`src/rtl/ps2_key_serializer_if.sv`:
```
// ----------------------------------------------------------------------------
// ps2_key_serializer_if
//   Groups the key-event input and the device-side PS/2 outputs of
//   ps2_key_serializer so they travel together between the host and the core.
//
//   ps2_key  [10:0] host -> dut  {toggle, press, extended, set-2 scan code}
//   inhibit         host -> dut  hold off new frames while high
//   ps2_clk         dut  -> host serial clock, idle high
//   ps2_data        dut  -> host serial data, idle high
//   busy            dut  -> host frame/gap in progress or bytes still queued
//   overflow        dut  -> host sticky: a whole key event was dropped
// ----------------------------------------------------------------------------
`timescale 1ns/1ps
interface ps2_key_serializer_if;
  logic [10:0] ps2_key;
  logic        inhibit;
  logic        ps2_clk;
  logic        ps2_data;
  logic        busy;
  logic        overflow;

  modport master (
    output ps2_key, inhibit,
    input  ps2_clk, ps2_data, busy, overflow
  );

  modport slave (
    input  ps2_key, inhibit,
    output ps2_clk, ps2_data, busy, overflow
  );
endinterface

```
`src/rtl/ps2_key_serializer.sv`:
```
// ----------------------------------------------------------------------------
// ps2_key_serializer
//   Turns hps_io key events back into a device-side PS/2 set-2 stream.
//   Each event becomes 1-3 bytes (E0, F0, code), queued in a byte FIFO and
//   sent as 11-bit frames (start, 8 data LSB first, odd parity, stop).
//
//   clk_sys   system clock
//   reset     synchronous, active-high
//   bus       ps2_key_serializer_if.slave (key word, inhibit, PS/2 outputs,
//             busy, overflow)
//
//   HALF_BIT  clk_sys cycles per PS/2 clock half-period
//   GAP       minimum idle cycles (clock and data high) between frames
//   FIFO_AW   log2 of the byte FIFO depth
// ----------------------------------------------------------------------------
`timescale 1ns/1ps
module ps2_key_serializer #(
  parameter int HALF_BIT = 1000,
  parameter int GAP      = 2000,
  parameter int FIFO_AW  = 4
) (
  input logic                 clk_sys,
  input logic                 reset,
  ps2_key_serializer_if.slave bus
);

  localparam int DEPTH  = 1 << FIFO_AW;
  localparam int PH_MAX = (HALF_BIT > GAP) ? HALF_BIT : GAP;
  localparam int PH_W   = $clog2(PH_MAX + 1);
  localparam logic [PH_W-1:0] HALF_LAST = PH_W'(HALF_BIT - 1);
  // IDLE always costs one cycle before the next start, so GAP_WAIT is one
  // cycle shorter than GAP to make the high-idle stretch exactly GAP cycles.
  localparam logic [PH_W-1:0] GAP_LAST  = PH_W'((GAP > 1) ? GAP - 2 : 0);

  typedef enum logic [1:0] {S_IDLE, S_BIT_HI, S_BIT_LO, S_GAP_WAIT} state_e;

  // Event detect / encoder
  logic [10:0]        key_q, key_d;
  logic               toggle_ref_q, toggle_ref_d;
  logic [23:0]        enc_buf_q, enc_buf_d;   // next byte to push in [7:0]
  logic [1:0]         enc_cnt_q, enc_cnt_d;   // bytes still to push
  logic               overflow_q, overflow_d;
  logic [23:0]        seq;
  logic [1:0]         seq_len;
  logic               accept;

  // FIFO
  logic [7:0]         fifo_mem [DEPTH];
  logic [FIFO_AW:0]   wptr_q, wptr_d, rptr_q, rptr_d;
  logic [FIFO_AW:0]   count, free;
  logic               empty, full, push, pop;
  logic [7:0]         rdata;

  // Serializer
  state_e             state_q, state_d;
  logic [PH_W-1:0]    phase_q, phase_d;
  logic [3:0]         bit_cnt_q, bit_cnt_d;
  logic [10:0]        shift_q, shift_d;       // current bit in [0]
  logic               ps2_clk_q, ps2_clk_d;
  logic               ps2_data_q, ps2_data_d;

  assign count = wptr_q - rptr_q;
  assign free  = (FIFO_AW+1)'(DEPTH) - count;
  assign empty = (wptr_q == rptr_q);
  assign full  = (wptr_q[FIFO_AW] != rptr_q[FIFO_AW]) &&
                 (wptr_q[FIFO_AW-1:0] == rptr_q[FIFO_AW-1:0]);
  assign rdata = fifo_mem[rptr_q[FIFO_AW-1:0]];
  assign push  = (enc_cnt_q != 2'd0) && !full;

  // Byte sequence for the registered key word: E0 first, then F0, then code.
  always_comb begin
    seq     = {16'h0000, key_q[7:0]};
    seq_len = 2'd1;
    if (key_q[8] && !key_q[9]) begin
      seq     = {key_q[7:0], 8'hF0, 8'hE0};
      seq_len = 2'd3;
    end else if (key_q[8]) begin
      seq     = {8'h00, key_q[7:0], 8'hE0};
      seq_len = 2'd2;
    end else if (!key_q[9]) begin
      seq     = {8'h00, key_q[7:0], 8'hF0};
      seq_len = 2'd2;
    end
  end

  assign accept = (enc_cnt_q == 2'd0) && (key_q[10] != toggle_ref_q);

  // NOTE: every signal gets a default at the top of a combinational block so
  // no path leaves it unassigned and no latch is inferred.
  always_comb begin
    key_d        = bus.ps2_key;
    toggle_ref_d = toggle_ref_q;
    enc_buf_d    = enc_buf_q;
    enc_cnt_d    = enc_cnt_q;
    overflow_d   = overflow_q;
    if (accept) begin
      toggle_ref_d = key_q[10];
      // All-or-nothing: a sequence that does not fit is dropped whole.
      if (free < (FIFO_AW+1)'(seq_len)) begin
        overflow_d = 1'b1;
      end else begin
        enc_buf_d = seq;
        enc_cnt_d = seq_len;
      end
    end else if (push) begin
      enc_buf_d = {8'h00, enc_buf_q[23:8]};
      enc_cnt_d = enc_cnt_q - 2'd1;
    end
  end

  always_comb begin
    state_d    = state_q;
    phase_d    = phase_q;
    bit_cnt_d  = bit_cnt_q;
    shift_d    = shift_q;
    ps2_clk_d  = ps2_clk_q;
    ps2_data_d = ps2_data_q;
    pop        = 1'b0;
    unique case (state_q)
      S_IDLE: begin
        if (!empty && !bus.inhibit) begin
          pop        = 1'b1;
          shift_d    = {1'b1, ~^rdata, rdata, 1'b0};
          ps2_data_d = 1'b0;
          ps2_clk_d  = 1'b1;
          bit_cnt_d  = 4'd0;
          phase_d    = '0;
          state_d    = S_BIT_HI;
        end
      end
      S_BIT_HI: begin
        if (phase_q == HALF_LAST) begin
          phase_d   = '0;
          ps2_clk_d = 1'b0;
          state_d   = S_BIT_LO;
        end else begin
          phase_d = phase_q + PH_W'(1);
        end
      end
      S_BIT_LO: begin
        if (phase_q == HALF_LAST) begin
          phase_d   = '0;
          ps2_clk_d = 1'b1;
          if (bit_cnt_q == 4'd10) begin
            ps2_data_d = 1'b1;
            state_d    = S_GAP_WAIT;
          end else begin
            // Data only moves together with the clock rise.
            bit_cnt_d  = bit_cnt_q + 4'd1;
            shift_d    = {1'b1, shift_q[10:1]};
            ps2_data_d = shift_q[1];
            state_d    = S_BIT_HI;
          end
        end else begin
          phase_d = phase_q + PH_W'(1);
        end
      end
      S_GAP_WAIT: begin
        if (phase_q == GAP_LAST) begin
          phase_d = '0;
          state_d = S_IDLE;
        end else begin
          phase_d = phase_q + PH_W'(1);
        end
      end
      default: state_d = S_IDLE;
    endcase
  end

  assign wptr_d = wptr_q + (FIFO_AW+1)'(push);
  assign rptr_d = rptr_q + (FIFO_AW+1)'(pop);

  // NOTE: state registers use non-blocking assignments so every flop samples
  // the values from before the edge, independent of statement order.
  always_ff @(posedge clk_sys) begin
    if (reset) begin
      key_q        <= bus.ps2_key;
      toggle_ref_q <= bus.ps2_key[10];  // current word is not an event
      enc_buf_q    <= '0;
      enc_cnt_q    <= '0;
      overflow_q   <= 1'b0;
      wptr_q       <= '0;
      rptr_q       <= '0;
      state_q      <= S_IDLE;
      phase_q      <= '0;
      bit_cnt_q    <= '0;
      shift_q      <= '1;
      ps2_clk_q    <= 1'b1;
      ps2_data_q   <= 1'b1;
    end else begin
      key_q        <= key_d;
      toggle_ref_q <= toggle_ref_d;
      enc_buf_q    <= enc_buf_d;
      enc_cnt_q    <= enc_cnt_d;
      overflow_q   <= overflow_d;
      wptr_q       <= wptr_d;
      rptr_q       <= rptr_d;
      state_q      <= state_d;
      phase_q      <= phase_d;
      bit_cnt_q    <= bit_cnt_d;
      shift_q      <= shift_d;
      ps2_clk_q    <= ps2_clk_d;
      ps2_data_q   <= ps2_data_d;
    end
  end

  // NOTE: the storage array has no reset; emptiness is defined by the
  // pointers alone, so clearing it would only cost logic.
  always_ff @(posedge clk_sys) begin
    if (push) fifo_mem[wptr_q[FIFO_AW-1:0]] <= enc_buf_q[7:0];
  end

  assign bus.ps2_clk  = ps2_clk_q;
  assign bus.ps2_data = ps2_data_q;
  assign bus.overflow = overflow_q;
  assign bus.busy     = (enc_cnt_q != 2'd0) || !empty || (state_q != S_IDLE);

endmodule

```
`src/flat_wrapper.sv`:
```
// flat-port wrapper written by rule: the top's interface ports become plain ports
module ps2_key_serializer_flat 
#(
  parameter int HALF_BIT = 1000,
  parameter int GAP      = 2000,
  parameter int FIFO_AW  = 4
)
  (clk_sys, reset, bus_ps2_key, bus_inhibit, bus_ps2_clk, bus_ps2_data, bus_busy, bus_overflow);
  ps2_key_serializer_if bus_i ();
  input logic clk_sys;
  input logic reset;
  input wire logic [$bits(bus_i.ps2_key)-1:0] bus_ps2_key;
  input wire logic [$bits(bus_i.inhibit)-1:0] bus_inhibit;
  output wire logic [$bits(bus_i.ps2_clk)-1:0] bus_ps2_clk;
  output wire logic [$bits(bus_i.ps2_data)-1:0] bus_ps2_data;
  output wire logic [$bits(bus_i.busy)-1:0] bus_busy;
  output wire logic [$bits(bus_i.overflow)-1:0] bus_overflow;
  assign bus_i.ps2_key = bus_ps2_key;
  assign bus_i.inhibit = bus_inhibit;
  assign bus_ps2_clk = bus_i.ps2_clk;
  assign bus_ps2_data = bus_i.ps2_data;
  assign bus_busy = bus_i.busy;
  assign bus_overflow = bus_i.overflow;
  ps2_key_serializer #(.HALF_BIT(HALF_BIT), .GAP(GAP), .FIFO_AW(FIFO_AW)) u_core (.clk_sys(clk_sys), .reset(reset), .bus(bus_i));
endmodule
```
`config.mk`:
```
export PLATFORM = sky130hd
export DESIGN_NAME = ps2_key_serializer_flat
export DESIGN_NICKNAME = d
export VERILOG_FILES = /design/src/rtl/ps2_key_serializer_if.sv /design/src/rtl/ps2_key_serializer.sv /design/src/flat_wrapper.sv
export SDC_FILE = /design/constraint.sdc
export NUM_CORES = 1
export LEC_CHECK = 0
export ABC_AREA = 1
export BUFFER_PORTS_ARGS = -buffer_cell sky130_fd_sc_hd__buf_4
export CORE_MARGIN = 2
export CORE_UTILIZATION = 55
export DETAILED_ROUTE_END_ITERATION = 16
export GPL_TIMING_DRIVEN = 1
export PLACE_DENSITY = 0.76
export SLEW_MARGIN = 40
export SYNTH_ARGS = -nofsm -noshare
export SYNTH_HDL_FRONTEND = slang
export SYNTH_SLANG_ARGS = --single-unit
```
`constraint.sdc`:
```
create_clock -name clk_sys -period 2.95 [get_ports clk_sys]
set_clock_uncertainty 0.2 [all_clocks]
set_input_delay 0.885 -clock clk_sys [delete_from_list [all_inputs] [get_ports clk_sys]]
set_output_delay 0.885 -clock clk_sys [all_outputs]
set_load 0.1 [all_outputs]
```
==> impl_metrics.tcl, run 1 <==
set metrics [dict create \
    slew_viol_final 0 \
    synthCells 1011 \
    ant_nets 0 \
    maxCapViolations 0 \
    p_leak_uw 0.004299 \
    slew_headroom_pct 48.77 \
    outcome "completed" \
    overflow 0 \
    fin_crit_sh_pct 97.34 \
    worstSkewPairLatency_ps 490 \
    die-height_um 132.8 \
    synth.ff_latch_count 205 \
    hp-class "reg2reg" \
    row_count 47 \
    powerDensity_nw_per_um2 976.8 \
    wl_per_cell_um 15.03 \
    crit_path_end_kind "primary output" \
    synth.avg_cell_area_um2 9.026 \
    numCtsBuffers 20 \
    synth_nets 1051 \
    r2r_slack_ps 260 \
    floorplan.initialDensity_pct 55.62 \
    intPower_uw 6316 \
    synth.largest_area_cell "edfxtp_1" \
    ir_drop_uv 616.7 \
    ys_top_cells_by_area "edfxtp_1, dfxtp_1, nand2_1" \
    swShare_pct 37.14 \
    vias 6768 \
    clockBufferDepth 3 \
    finalSetupViolCount 0 \
    hp-start "u_core.enc_buf_q[23]$_SDFFE_PP0P_" \
    path_clk_slew_ps 60 \
    die_w_um 132.8 \
    grt_usage_pct 22.07 \
    diodes 0 \
    grt_max_degree 68 \
    h-tree-depth 1 \
    cts_tree "done" \
    switching_power_uw 3731 \
    critical_path_required_ps 1870 \
    r2r_cells 13 \
    stdcell_count 1272 \
    max_freq_mhz 348.2 \
    fin_hold_ws_ps 268.4 \
    whs_path_depth 2 \
    synth.distinct_cells 37 \
    wl_um 19110 \
    drive_gt1_share_pct 8.935 \
    io_pins 18 \
    fill_cells 1300 \
    seqPwrFrac_pct 41.1 \
    antenna_found_initial 0 \
    gp_congestion 0.8411 \
    synth_seq_area_share_pct 59.13 \
    crit_fanout 5 \
    drt_iter0_drc 657 \
    holdPathEnd "u_core.enc_buf_q[23]$_SDFFE_PP0P_" \
    synth_top_area_share_pct 42.45 \
    worst_ep_arrival_time_ps 1790 \
    cts_root_buf "clkbuf_16" \
    grt_first_pass_wirelength_um 31350 \
    reg2reg_from "u_core.wptr_q[1]$_SDFF_PP0_" \
    comb_power_share_pct 33.5 \
    clkPwrFrac_pct 25.4 \
    avgViaCountPerCell 5.321 \
    first_pass_iters 5 \
    path_class "reg2out" \
    die_area_um2 17640 \
    drc 0 \
    fin_crit_ps 2872 \
    hold_viol 0 \
    crit_path_start_kind "register" \
    grt_pass1_vias 6521 \
    tns_ps 0 \
    tightest_slew_ps 767.4 \
    total_power_uw 10050 \
    setup_slack_ps 78.34 \
    ys_warn_count 0 \
    place_ws_ps 161.0 \
    nets 1078 \
    clock_sinks 205 \
    r2r-end "u_core.enc_cnt_q[0]$_SDFFE_PP0P_" \
    synthToLayoutAreaGrowth_pct 12.72 \
    place_inst 1235 \
    syn-cell-area_um2 9125 \
    port_buffers 17 \
    hpwl_um 11940 \
    core_um2 16410 \
]
-- synth_stat cells --
| library cell | count |
|---|---|
| a211oi_1 | 3 |
| xor2_1 | 4 |
| clkbuf_1 | 15 |
| o211ai_1 | 3 |
| a311oi_1 | 1 |
| nor4_1 | 1 |
| nand4_1 | 4 |
| nor3_1 | 8 |
| o21ai_2 | 1 |
| nand2_2 | 2 |
| o2111ai_1 | 1 |
| buf_4 | 6 |
| and3_1 | 2 |
| nand2_1 | 284 |
| nand3_1 | 94 |
| nor2_1 | 78 |
| buf_1 | 1 |
| o31ai_1 | 2 |
| o21ai_1 | 7 |
| o311ai_0 | 1 |
| nor3b_1 | 3 |
| clkbuf_2 | 1 |
| or3_1 | 1 |
| inv_1 | 109 |
| o21a_1 | 1 |
| edfxtp_1 | 129 |
| clkinv_1 | 2 |
| a31oi_1 | 7 |
| fa_1 | 1 |
| dfxtp_1 | 76 |
| xnor2_1 | 3 |
| or2_2 | 1 |
| a21oi_1 | 45 |
| inv_2 | 3 |
| buf_2 | 20 |
| ha_1 | 25 |
| o21ai_0 | 66 |
-- through the flow --
step | utilization (%) | instance area (um^2)
final | 62.69 | 10290
after global routing | 62.69 | 10290
after detailed placement | 58.25 | 9557
after CTS | 62.50 | 10250
after floorplan | - | 9125
after global placement | 58.25 | 9557
-- sequential cells by signal, indices dropped and copies added (netlist names) --
name                 flops
u_core.state_q           2
u_core.fifo_mem        128
u_core.bus.ps2_clk       1
u_core.toggle_ref_q      1
u_core.enc_cnt_q         2
u_core.bus.overflow      1
u_core.rptr_q            5
u_core.phase_q          11
u_core.shift_q           9
u_core.key_q            11
u_core.wptr_q            5
u_core.bus.ps2_data      1
u_core.enc_buf_q        24
u_core.bit_cnt_q         4
-- per-layer routing --
layer | track usage, % | wire [um] | part of all wire, %
met5 | 0 | 0 | 0
met4 | 8.423 | 550 | 2.9
met3 | 3.180 | 1414 | 7.4
met2 | 36.10 | 8968 | 47
met1 | 30.05 | 8179 | 43
-- timing repair --
item                                    4_1_cts  5_1_grt
pin swaps                                     0        2
setup buffers                                 1        0
hold buffers                                  0        0
endpoints found under the setup margin        1        2
resized for setup                             5        5
-- cells by family after synthesis --
group	count (synthesis)	synth area share [%]
xor+xnor	7	0.6719
flops	205	59.13
buf+inv	157	6.993
fa+ha+maj	26	3.647
simple gates	478	21.49
compound gates	138	8.076
-- cell type report --
type / count / area [um^2] / share of cell area (%)
clock buffer: 30 / 611.8 / 5.948
timing repair buffer: 48 / 385.4 / 3.747
sequential: 205 / 5401 / 52.51
tap: 220 / 275.3 / 2.676
inverter: 114 / 431.7 / 4.197
clock inverter: 6 / 58.81 / 0.5717
multi-input combinational: 649 / 3122 / 30.35
-- power groups by stage --
stage	clock, uW	combinational [uW]	sequential (uW)
6_report	2550	3370	4130
5_1_grt	2710	3820	4190
4_1_cts	2590	3370	4120
3_5_place_dp	0	3270	4170
3_3_place_gp	0	3170	4150
2_1_floorplan	0	2470	4060
-- placed cells by master, fill, tap and decap left out, types with 2 or more instances in the layout --
master     count
inv_1        109
clkinv_2       4
clkbuf_1       4
clkbuf_16     22
o21ai_0       66
clkbuf_8       3
edfxtp_1     129
buf_4         46
nand2_2        2
xnor2_1        3
nand3_1       93
dfxtp_2        2
o31ai_1        2
nor3_1         8
o21ai_1        7
a211oi_1       3
o211ai_1       3
nor3b_1        3
ha_4           2
a31oi_1        7
and3_1         2
ha_1          23
buf_12         2
xor2_1         4
dfxtp_1       73
nand2_1      284
inv_2          3
nand4_1        4
a21oi_1       45
nor2_1        78
-- worst max path at each step --
stage                                                   to                         from
after global placement    u_core.enc_cnt_q[0]$_SDFFE_PP0P_  u_core.wptr_q[1]$_SDFF_PP0_
after global routing                              bus_busy  u_core.wptr_q[3]$_SDFF_PP0_
after floorplan                                   bus_busy  u_core.rptr_q[0]$_SDFF_PP0_
final                                             bus_busy  u_core.wptr_q[3]$_SDFF_PP0_
after detailed placement  u_core.enc_cnt_q[0]$_SDFFE_PP0P_  u_core.wptr_q[1]$_SDFF_PP0_
after CTS                                         bus_busy  u_core.wptr_q[3]$_SDFF_PP0_
-- worst max-delay path, cell delays in order, from the launching register on --
cell and delay (ps):
dfxtp_2 350, inv_1 100, ha_4 290, nand4_1 130
nor2_1 140, nand3_2 110, buf_12 180
(Power assumes the default switching activity.)
==> run 2: changes to the inputs <==
--- a/config.mk
+++ b/config.mk
@@ -11,6 +11,7 @@
 export CORE_UTILIZATION = 55
 export DETAILED_ROUTE_END_ITERATION = 16
 export GPL_TIMING_DRIVEN = 1
+export MAX_ROUTING_LAYER = met4
 export PLACE_DENSITY = 0.76
 export SLEW_MARGIN = 40
 export SYNTH_ARGS = -nofsm -noshare
==> run 2 against run 1 <==
Against the previous run:
- wire length up 0.16%
- critical path depth unchanged
- non-clock buffer count unchanged
- first-iteration DRC count up 7.2%
- global-route usage up 0.72 points
- power about the same
- register-to-register slack about the same
- combinational power about the same
- clock power about the same
==> impl_metrics.tcl, run 2 (synthesis gave the netlist of run 1 again) <==
set metrics [dict create \
    port_buffers 17 \
    die-height_um 132.8 \
    synthToLayoutAreaGrowth_pct 12.72 \
    r2r_cells 13 \
    post_dp_cell_area_um2 9557 \
    outcome "completed" \
    crit_path_start_kind "register" \
    intPower_uw 6317 \
    gp_congestion 0.8542 \
    floorplan.initialDensity_pct 55.62 \
    crit_fanout 5 \
    path_class "reg2out" \
    avgViaCountPerCell 5.285 \
    clockBufferDepth 3 \
    hp-class "reg2reg" \
    fin_hold_ws_ps 268.4 \
    h-tree-depth 1 \
    overflow 0 \
    diodes 0 \
    cts_root_buf "clkbuf_16" \
    finalInstanceArea_um2 10290 \
    final_common_cell "nand2_1" \
    wl_per_cell_um 15.05 \
    vias 6722 \
    swShare_pct 37.08 \
    worstSkewPairLatency_ps 490 \
    die_w_um 132.8 \
    worst_ep_arrival_time_ps 1780 \
    slew_viol_final 0 \
    powerDensity_nw_per_um2 976.0 \
    die_area_um2 17640 \
    fin_crit_ps 2868 \
    drc 0 \
    grt_first_pass_wirelength_um 31410 \
    maxCapViolations 0 \
    seqPwrFrac_pct 41.1 \
    hold_viol 0 \
    finalSetupViolCount 0 \
    numCtsBuffers 20 \
    clock_sinks 205 \
    switching_power_uw 3722 \
    comb_power_share_pct 33.5 \
    largest_reg_flops 128 \
    grt_pass1_vias 6518 \
    p_leak_uw 0.004300 \
    whs_path_depth 2 \
    nets 1078 \
    clkPwrFrac_pct 25.4 \
    grt_usage_pct 22.79 \
    antenna_found_initial 0 \
    critical_path_required_ps 1870 \
    tightest_slew_ps 774.8 \
    ir_drop_uv 616.6 \
    drive_gt1_share_pct 9.030 \
    row_count 47 \
    hpwl_um 11940 \
    max_freq_mhz 348.7 \
    fin_crit_sh_pct 97.22 \
    layout_common_cells "nand2_1, edfxtp_1, inv_1, nand3_1, nor2_1" \
    grt_max_degree 68 \
    tns_ps 0 \
    io_pins 18 \
    slew_headroom_pct 48.27 \
    first_pass_iters 5 \
    drt_iter0_drc 704 \
    core_um2 16410 \
    path_clk_slew_ps 60 \
    cts_tree "done" \
    ant_nets 0 \
    wl_um 19140 \
    crit_path_end_kind "primary output" \
    postCtsHoldBufs 0 \
]
==> run 2: area by class of cell <==
type / count / area (um^2)
clock buffers: 30 / 611.8
clock inverters: 6 / 58.81
fillers: 1300 / 6121
inverters: 114 / 431.7
multi-input cells: 649 / 3122
flip-flops and latches: 205 / 5401
well taps: 220 / 275.3
repair buffers: 48 / 385.4
==> run 2: path summary, 6_finish.rpt <==
check / from / slack [ps] / end
hold / removal: u_core.enc_buf_q[23]$_SDFFE_PP0P_ / 270 / u_core.enc_buf_q[23]$_SDFFE_PP0P_
setup / recovery: u_core.wptr_q[1]$_SDFF_PP0_ / 80 / bus_busy
setup reg to reg: u_core.wptr_q[1]$_SDFF_PP0_ / 260 / u_core.enc_cnt_q[0]$_SDFFE_PP0P_
hold reg to reg: u_core.enc_buf_q[23]$_SDFFE_PP0P_ / 270 / u_core.enc_buf_q[23]$_SDFFE_PP0P_
==> run 2: power groups by stage <==
stage / registers, uW / clock network [uW] / logic (uW)
after floorplan: 4060 / 0 / 2470
after global placement: 4150 / 0 / 3170
after detailed placement: 4170 / 0 / 3270
after CTS: 4120 / 2590 / 3370
after global routing: 4190 / 2710 / 3820
final: 4130 / 2550 / 3360
==> run 2: critical path: stages (launching register included) <==
cell and delay [ps]:
dfxtp_4 360, inv_1 70, ha_1 300, nand4_1 140, nor2_1 140, nand3_2 110
buf_12 180
==> run 2: metal layers <==
| metal | routed length (um) | GRT usage [%] | up-vias |
|---|---|---|---|
| met2 | 9036 | 36.07 | 216 |
| met1 | 8310 | 30.13 | 3076 |
| met3 | 1249 | 3.295 | 41 |
| met5 | 0 | - | - |
| met4 | 547 | 8.423 | 0 |
| li1 | - | - | 3389 |
==> run 2: what timing repair did <==
action	CTS	global route
endpoints found under the hold margin	0	0
endpoints found under the setup margin	1	2
gates resized for setup	5	6
buffers inserted	1	0
pin swaps	0	2
==> run 2: metrics by stage <==
stage	power [uW]	setup slack [ps]	cells	utilization, %
final	10040	82.03	1272	62.69
after global routing	10710	-0.1037	1272	62.69
after CTS	10080	3.275	1272	62.50
after detailed placement	7434	161.0	1235	58.25
after global placement	7318	245.7	1235	58.25
after floorplan	6533	5.539	1011	-
